$ cat config.mk
export PLATFORM = sky130hd
export DESIGN_NAME = uart_tx_arbiter
export DESIGN_NICKNAME = d
export VERILOG_FILES = /design/src/rtl/uart_tx_arbiter.sv
export SDC_FILE = /design/constraint.sdc
export NUM_CORES = 1
export LEC_CHECK = 0
export CORE_MARGIN = 5
export CORE_UTILIZATION = 55
export CTS_BUF_LIST = sky130_fd_sc_hd__clkbuf_2 sky130_fd_sc_hd__clkbuf_4 sky130_fd_sc_hd__clkbuf_8
export CTS_CLUSTER_SIZE = 8
export DETAILED_ROUTE_END_ITERATION = 10
export DONT_BUFFER_PORTS = 1
export GPL_TIMING_DRIVEN = 0
export PLACE_DENSITY_LB_ADDON = 0.3
export SKIP_CTS_REPAIR_TIMING = 1
export SLEW_MARGIN = 20
export SYNTH_ARGS = -nofsm -noshare
export SYNTH_HDL_FRONTEND = slang
export SYNTH_SLANG_ARGS = --single-unit
$ cat constraint.sdc
create_clock -name clk -period 2.7 [get_ports clk]
set_input_delay 0.54 -clock clk [delete_from_list [all_inputs] [get_ports clk]]
set_output_delay 0.54 -clock clk [all_outputs]
set_load 0.05 [all_outputs]
$ cat src/rtl/uart_tx_arbiter.sv
// Round-robin arbiter sharing one UART transmitter among NUM_REQ packet requesters.
module uart_tx_arbiter #(
  parameter int unsigned NUM_REQ        = 4,
  parameter int unsigned UPDATE_HOLD    = 212,
  parameter int unsigned TIMEOUT_CYCLES = 4096
) (
  input  logic                 clk,
  input  logic                 rst_n,
  input  logic [NUM_REQ-1:0]   req_valid,
  input  logic [8*NUM_REQ-1:0] req_data,
  input  logic [NUM_REQ-1:0]   req_last,
  output logic [NUM_REQ-1:0]   req_ready,
  output logic                 tx_data_update,
  output logic [7:0]           tx_din,
  input  logic                 tx_done,
  output logic                 busy,
  output logic [2:0]           grant_id,
  output logic                 timeout_err
);

  localparam int unsigned IW = (NUM_REQ > 1) ? $clog2(NUM_REQ) : 1;
  localparam int unsigned HW = $clog2(UPDATE_HOLD + 1);
  localparam int unsigned TW = $clog2(TIMEOUT_CYCLES + 1);

  typedef enum logic [1:0] {
    ST_IDLE,
    ST_HOLD,
    ST_WAIT_DONE,
    ST_NEXT
  } state_t;

  state_t             r_state;
  logic [NUM_REQ-1:0] r_req_ready;
  logic               r_update;
  logic [7:0]         r_tx_din;
  logic               r_busy;
  logic [2:0]         r_grant_id;
  logic               r_timeout;
  logic [2:0]         r_rr_ptr;
  logic               r_lock;
  logic [HW-1:0]      r_hold_cnt;
  logic [TW-1:0]      r_timer;
  logic               r_sync1;
  logic               r_sync2;
  logic               r_sync3;

  logic [7:0]         w_bytes [NUM_REQ];
  logic               w_found;
  logic [2:0]         w_gnt;
  logic [2:0]         w_next_ptr;
  logic               w_done_evt;

  for (genvar gi = 0; gi < NUM_REQ; gi++) begin : g_bytes
    assign w_bytes[gi] = req_data[8*gi +: 8];
  end

  assign w_done_evt = r_sync2 & ~r_sync3;
  assign w_next_ptr = (r_grant_id == 3'(NUM_REQ - 1)) ? 3'd0 : r_grant_id + 3'd1;

  assign req_ready      = r_req_ready;
  assign tx_data_update = r_update;
  assign tx_din         = r_tx_din;
  assign busy           = r_busy;
  assign grant_id       = r_grant_id;
  assign timeout_err    = r_timeout;

  // Round-robin search: first valid requester starting at r_rr_ptr.
  always_comb begin
    int unsigned v_idx;
    w_found = 1'b0;
    w_gnt   = 3'd0;
    v_idx   = 0;
    for (int unsigned k = 0; k < NUM_REQ; k++) begin
      v_idx = (32'(r_rr_ptr) + k) % NUM_REQ;
      if (!w_found && req_valid[IW'(v_idx)]) begin
        w_found = 1'b1;
        w_gnt   = 3'(v_idx);
      end
    end
  end

  // tx_done synchroniser plus previous-value flop for rising-edge detect.
  always_ff @(posedge clk or negedge rst_n) begin
    if (!rst_n) begin
      r_sync1 <= 1'b0;
      r_sync2 <= 1'b0;
      r_sync3 <= 1'b0;
    end else begin
      r_sync1 <= tx_done;
      r_sync2 <= r_sync1;
      r_sync3 <= r_sync2;
    end
  end

  // Arbitration / transfer FSM with registered outputs.
  always_ff @(posedge clk or negedge rst_n) begin
    if (!rst_n) begin
      r_state     <= ST_IDLE;
      r_req_ready <= '0;
      r_update    <= 1'b0;
      r_tx_din    <= 8'h00;
      r_busy      <= 1'b0;
      r_grant_id  <= 3'd0;
      r_timeout   <= 1'b0;
      r_rr_ptr    <= 3'd0;
      r_lock      <= 1'b0;
      r_hold_cnt  <= '0;
      r_timer     <= '0;
    end else begin
      r_req_ready <= '0;
      r_timeout   <= 1'b0;
      case (r_state)
        ST_IDLE: begin
          if (w_found) begin
            r_tx_din    <= w_bytes[IW'(w_gnt)];
            r_req_ready <= NUM_REQ'(1) << w_gnt;
            r_grant_id  <= w_gnt;
            r_lock      <= ~req_last[IW'(w_gnt)];
            r_update    <= 1'b1;
            r_hold_cnt  <= '0;
            r_busy      <= 1'b1;
            r_state     <= ST_HOLD;
          end
        end
        ST_HOLD: begin
          if (r_hold_cnt == HW'(UPDATE_HOLD - 1)) begin
            r_update <= 1'b0;
            r_timer  <= '0;
            r_state  <= ST_WAIT_DONE;
          end else begin
            r_hold_cnt <= r_hold_cnt + HW'(1);
          end
        end
        ST_WAIT_DONE: begin
          if (w_done_evt) begin
            if (r_lock) begin
              r_state <= ST_NEXT;
            end else begin
              r_rr_ptr <= w_next_ptr;
              r_busy   <= 1'b0;
              r_state  <= ST_IDLE;
            end
          end else if (r_timer == TW'(TIMEOUT_CYCLES - 1)) begin
            r_timeout <= 1'b1;
            r_lock    <= 1'b0;
            r_rr_ptr  <= w_next_ptr;
            r_busy    <= 1'b0;
            r_state   <= ST_IDLE;
          end else begin
            r_timer <= r_timer + TW'(1);
          end
        end
        ST_NEXT: begin
          // Locked packet: only the current owner may continue.
          if (req_valid[IW'(r_grant_id)]) begin
            r_tx_din    <= w_bytes[IW'(r_grant_id)];
            r_req_ready <= NUM_REQ'(1) << r_grant_id;
            r_lock      <= ~req_last[IW'(r_grant_id)];
            r_update    <= 1'b1;
            r_hold_cnt  <= '0;
            r_state     <= ST_HOLD;
          end
        end
        default: r_state <= ST_IDLE;
      endcase
    end
  end

endmodule

==> results.cfg, run 1 <==
[outcome]
status = finished clean

[clocking]
cts_root_buf = clkbuf_8
cts_sinks = 46
clkTransAtPathRegs_ns = 0.08
clk_latency_ns = 0.30
cts_buffers = 5
cts_tree = built
cts.path.max_buffers = 2
cts_max_level = 2

[placed_design]
place.detailed.hpwl_um = 4710
io_buffer_count = 0
gp_congestion = 0.822

[die]
num_rows = 27
io_pins = 61
dieArea_um2 = 7070
fp.coreArea_um2 = 5410
initial_core_util = 0.558
die_h_um = 84.1
die_w_um = 84.1

[yosys]
ys_async_sr_fraction = 1.00
ys_ff_latch = 46
netlist_instances = 302
syn_avg_cell_area_um2 = 9.99
ys.warnings.count = 0
synth_area_um2 = 3020
synthDistinctLibCells = 53
yosysSeqAreaShare = 0.381
synth-edff-count = 0
synthFlopType = dfrtp_1
synth_fp_nets = 355

[route]
wire_per_inst_um = 16.3
wl_met2_um = 3000
dr_wl_met3_um = 493
routed_wirelength_um = 6250
dr.pass1.iters = 4
drc = 0
drt_iter0_markers = 130
vias = 2241
via_per_inst = 5.85
wl_met1_um = 2680
top_layer_used = met4
ant_nets = 0

[sta]
setup_viol = 0
tightest_slew_ns = 0.733
period_minus_slack_ns = 2.47
rsz0062_at_grt = no
fmax_ghz = 0.405
fin_tns_setup_ns = 0
finalHoldViolCount = 0
slew_headroom = 0.512
finalMaxSlewViolations = 0
skew_ns = 0.00907
finalCritPeriodShare = 0.915

[worst_setup_path]
crit_chain = mux4_2 -> o22ai_2 -> or2_1 -> buf_6 -> buf_8 -> nor2_2 -> a21oi_2 -> o21ai_1
crit_arrival_ns = 2.66
path_class = reg -> reg
ff2ff_setup_slack_ns = 0.23
start_kind = register
critical-path-slowest-cell = dfrtp_1
cp-end-kind = register
crit_start = grant_id[0]
critPathMaxStageDelay_ns = 0.82
required_ns = 2.89
critPathMaxFanout = 10
r2r-start = grant_id[0]

[pwr]
p_total_mw = 3.35
irDropWorstVdd_mv = 0.571
p_leak_nw = 1.42
power.density_nw_per_um2 = 1030

[grt]
grt_usage = 0.187
grt_max_degree = 47
antenna_found_initial = 0
overflow = 0
grt_pass1_wl_um = 10800
first_global_vias = 2364

[finish]
antennaDiodeCount = 0
drive_gt1_frac = 0.167
fin_nets = 363
layout_common_cells = 46 x dfrtp_1, 34 x nand2_1, 31 x nor2_1
syn_to_final_growth_pct = 7.67
layout_commonest_cell = dfrtp_1

[worst_hold_path]
hp-class = in -> async

[job]
maxCapViolCount = 0
-- state kept, by name, summed over array words and instances (netlist names), 2 cells and up --
register and cells:
grant_id 2, r_hold_cnt 8, r_rr_ptr 2, r_state 2, r_timer 13, req_ready 4
tx_din 8
-- power breakdown --
group,internal (mW),total [mW],leakage (nW),switching [mW]
sequential,0.856,1.37,0.600,0.510
combinational,0.696,1.46,0.762,0.766
clock,0.297,0.524,0.0593,0.227
-- metal layers --
| layer | GRT usage | vias up |
|---|---|---|
| li1 | - | 1095 |
| met1 | 0.217 | 1070 |
| met2 | 0.312 | 66 |
| met3 | 0.0770 | 10 |
| met4 | 0.0599 | 0 |
| met5 | 0 | - |
-- worst max-delay path: cells and delay by family (launching register included) --
family | cells | cell delay, ns
buffers and inverters | 2 | 0.27
muxes | 1 | 0.63
DFF | 1 | 0.82
AOI/OAI and AO/OA | 3 | 0.43
and+or+nand+nor | 2 | 0.21
-- final cells by class --
type,instances,area [um2]
clock inverter,1,30.0
sequential,46,1150
timing repair buffer,1,27.5
inverter,12,45.0
multi-input combinational,229,1720
tap,72,90.1
buffer,15,103
clock buffer,7,83.8
fill,472,2160
-- stage by stage --
| stage | utilization | area (um2) | hold WS (ns) | std cells | worst slack, ns |
|---|---|---|---|---|---|
| 6_report | 0.601 | 3250 | 0.0777 | 383 | 0.229 |
| 5_1_grt | 0.601 | 3250 | 0.0793 | 383 | 0.0934 |
| 4_1_cts | 0.596 | 3220 | -0.0868 | 382 | 0.211 |
| 3_5_place_dp | 0.575 | 3110 | 0.246 | 374 | 0.222 |
| 3_3_place_gp | 0.575 | 3110 | 0.246 | 374 | 0.260 |
| 2_1_floorplan | - | 3020 | 0.244 | 302 | 0.469 |
-- cell usage after synthesis, types with 2 or more instances --
cell type,n,area [um2]
buf_1,2,7.51
ha_1,10,125
inv_1,12,45.0
mux4_2,11,248
mux2_2,15,169
buf_6,2,22.5
o21ai_1,7,35.0
a22oi_1,4,30.0
nand4b_1,2,17.5
buf_2,4,20.0
o22ai_1,2,12.5
nor2_1,31,116
nand2_1,34,128
and3_1,7,43.8
nor2b_1,3,18.8
mux2i_1,14,140
a21o_1,3,22.5
nor2_2,2,12.5
nand3_1,11,55.1
o21a_1,2,15.0
nand4_1,9,56.3
o31ai_1,2,15.0
xor2_1,11,96.3
clkbuf_1,4,15.0
a21oi_1,11,55.1
o21ai_0,6,30.0
dfrtp_1,46,1150
or3_1,2,12.5
buf_8,2,30.0
nand3b_1,2,15.0
nand2b_1,5,31.3
o211ai_1,3,22.5
-- logic make-up (layout without fill, tap and decap cells) --
group	count (synthesis)	after routing	share of synthesized area
compound gates	49	49	0.112
xor+xnor	12	12	0.0348
fa+ha+maj	10	10	0.0415
buf+inv	27	36	0.0489
flops	46	46	0.381
mux	40	40	0.184
other cells	1	1	0.00124
simple gates	117	117	0.195
-- path summary, 6_finish.rpt --
check	to	depth (start not counted)
worst min-delay path	r_hold_cnt[6]	1
worst max-delay path	tx_din[5]	8
worst max register to register	tx_din[5]	8
worst min register to register	r_sync2	0
min in group clk	r_sync1	0
max in group asynchronous	tx_din[5]	1
Note: power is estimated with default switching activity, not from simulation.
==> run 2, diff against run 1 <==
--- a/config.mk
+++ b/config.mk
@@ -5,6 +5,7 @@
 export SDC_FILE = /design/constraint.sdc
 export NUM_CORES = 1
 export LEC_CHECK = 0
+export CAP_MARGIN = 25
 export CORE_MARGIN = 5
 export CORE_UTILIZATION = 55
 export CTS_BUF_LIST = sky130_fd_sc_hd__clkbuf_2 sky130_fd_sc_hd__clkbuf_4 sky130_fd_sc_hd__clkbuf_8
@@ -12,7 +13,7 @@
 export DETAILED_ROUTE_END_ITERATION = 10
 export DONT_BUFFER_PORTS = 1
 export GPL_TIMING_DRIVEN = 0
-export PLACE_DENSITY_LB_ADDON = 0.3
+export PLACE_DENSITY = 0.7
 export SKIP_CTS_REPAIR_TIMING = 1
 export SLEW_MARGIN = 20
 export SYNTH_ARGS = -nofsm -noshare
==> constraint.sdc (replaced) <==
create_clock -name clk -period 2.7 [get_ports clk]
set_input_delay 0.54 -clock clk [delete_from_list [all_inputs] [get_ports clk]]
set_output_delay 0.54 -clock clk [all_outputs]
set_load 0.02 [all_outputs]
==> run 2 against run 1 <==
  * Critical path depth shrank 3
  * Non-clock buffer count is the same
  * First-iteration DRC count shrank 50%
  * Combinational power is essentially flat
  * Critical path type unchanged
==> results.cfg, run 2 (synthesis results as in run 1) <==
[outcome]
status = finished clean

[clocking]
cts.path.max_buffers = 2
cts_sinks = 46
cts_root_buf = clkbuf_8
clkTransAtPathRegs_ns = 0.09
cts_max_level = 2
cts_tree = built
clk_latency_ns = 0.30
cts_buffers = 5

[worst_setup_path]
critical-path-slowest-cell = dfrtp_1
cp-end-kind = register
start_kind = register
crit_family = multiplexers
path_class = reg -> reg
required_ns = 2.89
crit_arrival_ns = 2.44
critical_path_buf_inv_count = 0
crit_chain = mux4_2 -> o22ai_2 -> nor2_2 -> nand2_1 -> mux2_2
critPathMaxStageDelay_ns = 0.64
critPathMaxFanout = 10

[sta]
setup_viol = 0
finalCritPeriodShare = 0.831
fin_tns_setup_ns = 0
skew_ns = 0.00928
finalMaxSlewViolations = 0
finalHoldViolCount = 0
tightest_slew_ns = 0.559
timing.final.ws_setup_ns = 0.456
period_minus_slack_ns = 2.24
fmax_ghz = 0.446
hold_slack_ns = 0.0807
slew_headroom = 0.627
rsz0062_at_grt = no

[placed_design]
io_buffer_count = 0
gp_congestion = 0.826
place.detailed.hpwl_um = 4610
pre_cts_slack_ns = 0.452
placed_cell_area_um2 = 3110
dp_cells = 374

[route]
vias = 2242
wire_per_inst_um = 16.1
drc = 0
routed_wirelength_um = 6160
via_per_inst = 5.87
dr.pass1.iters = 4
drt_iter0_markers = 65
ant_nets = 0

[pwr]
p_sw_mw = 1.27
p_leak_nw = 1.42
pwr-share-clk = 0.166
irDropWorstVdd_mv = 0.474
p_total_mw = 3.13
power.density_nw_per_um2 = 962
p_sw_frac = 0.407
pwr-share-seq = 0.368
internal-power_mw = 1.85
pwr-share-comb = 0.466

[grt]
grt_max_degree = 47
grt_usage = 0.184
overflow = 0
grt_pass1_wl_um = 10500
antenna_found_initial = 0
first_global_vias = 2321

[die]
io_pins = 61
die_h_um = 84.1
fp.coreArea_um2 = 5410
dieArea_um2 = 7070
initial_core_util = 0.558
num_rows = 27
die_w_um = 84.1

[finish]
post-route-util = 0.601
fin_nets = 363
antennaDiodeCount = 0
layout_commonest_cell = dfrtp_1
drive_gt1_frac = 0.165
largest_register_ffs = 13
final_cell_area_um2 = 3250
syn_to_final_growth_pct = 7.63
layout_common_cells = 46 x dfrtp_1, 34 x nand2_1, 31 x nor2_1
instances_no_fill = 382
top_register = r_timer

[worst_hold_path]
hp-class = in -> async

[job]
maxCapViolCount = 0
[run 2: cell types whose count changed in the layout (fill, tap and decap cells not counted), sizes merged]
cell    before  now
clkbuf      11   10
[run 2: area by class of cell]
cell class                      count  area, um2
Multi-Input combinational cell    229       1720
Clock inverter                      1       30.0
Inverter                           12       45.0
Clock buffer                        6       82.6
Timing Repair Buffer                1       27.5
Fill cell                         467       2160
Tap cell                           72       90.1
Buffer                             15        103
Sequential cell                    46       1150
[run 2: power by group through the flow]
stage,clock (mW),combinational [mW],sequential [mW]
after global placement,0,1.42,1.16
after detailed placement,0,1.45,1.17
after floorplan,0,1.20,1.11
final,0.520,1.46,1.15
after global routing,0.564,1.62,1.18
after CTS,0.534,1.45,1.16
[run 2: per-layer routing]
| layer | share of wire | global-route usage | vias up |
|---|---|---|---|
| li1 | - | - | 1092 |
| met1 | 0.43 | 0.221 | 1075 |
| met2 | 0.47 | 0.304 | 65 |
| met3 | 0.080 | 0.0661 | 10 |
| met4 | 0.019 | 0.0614 | 0 |
| met5 | 0 | 0 | - |
[run 2: final timing paths]
check | from | endpoint | slack [ns] | cells past startpoint
worst max register to register | grant_id[0] | r_hold_cnt[0] | 0.46 | 5
worst min-delay path | rst_n | r_hold_cnt[3] | 0.08 | 1
worst max-delay path | grant_id[0] | r_hold_cnt[0] | 0.46 | 5
max in group asynchronous | rst_n | r_timer[6] | 2.41 | 1
min in group clk | tx_done | r_sync1 | 0.27 | 0
worst min register to register | r_sync1 | r_sync2 | 0.35 | 0
[run 2: worst reg2reg max path: stages, from the launching register on]
cell     delay (ns)
dfrtp_1        0.64
mux4_2         0.60
o22ai_2        0.27
nor2_2         0.15
nand2_1        0.15
mux2_2         0.34
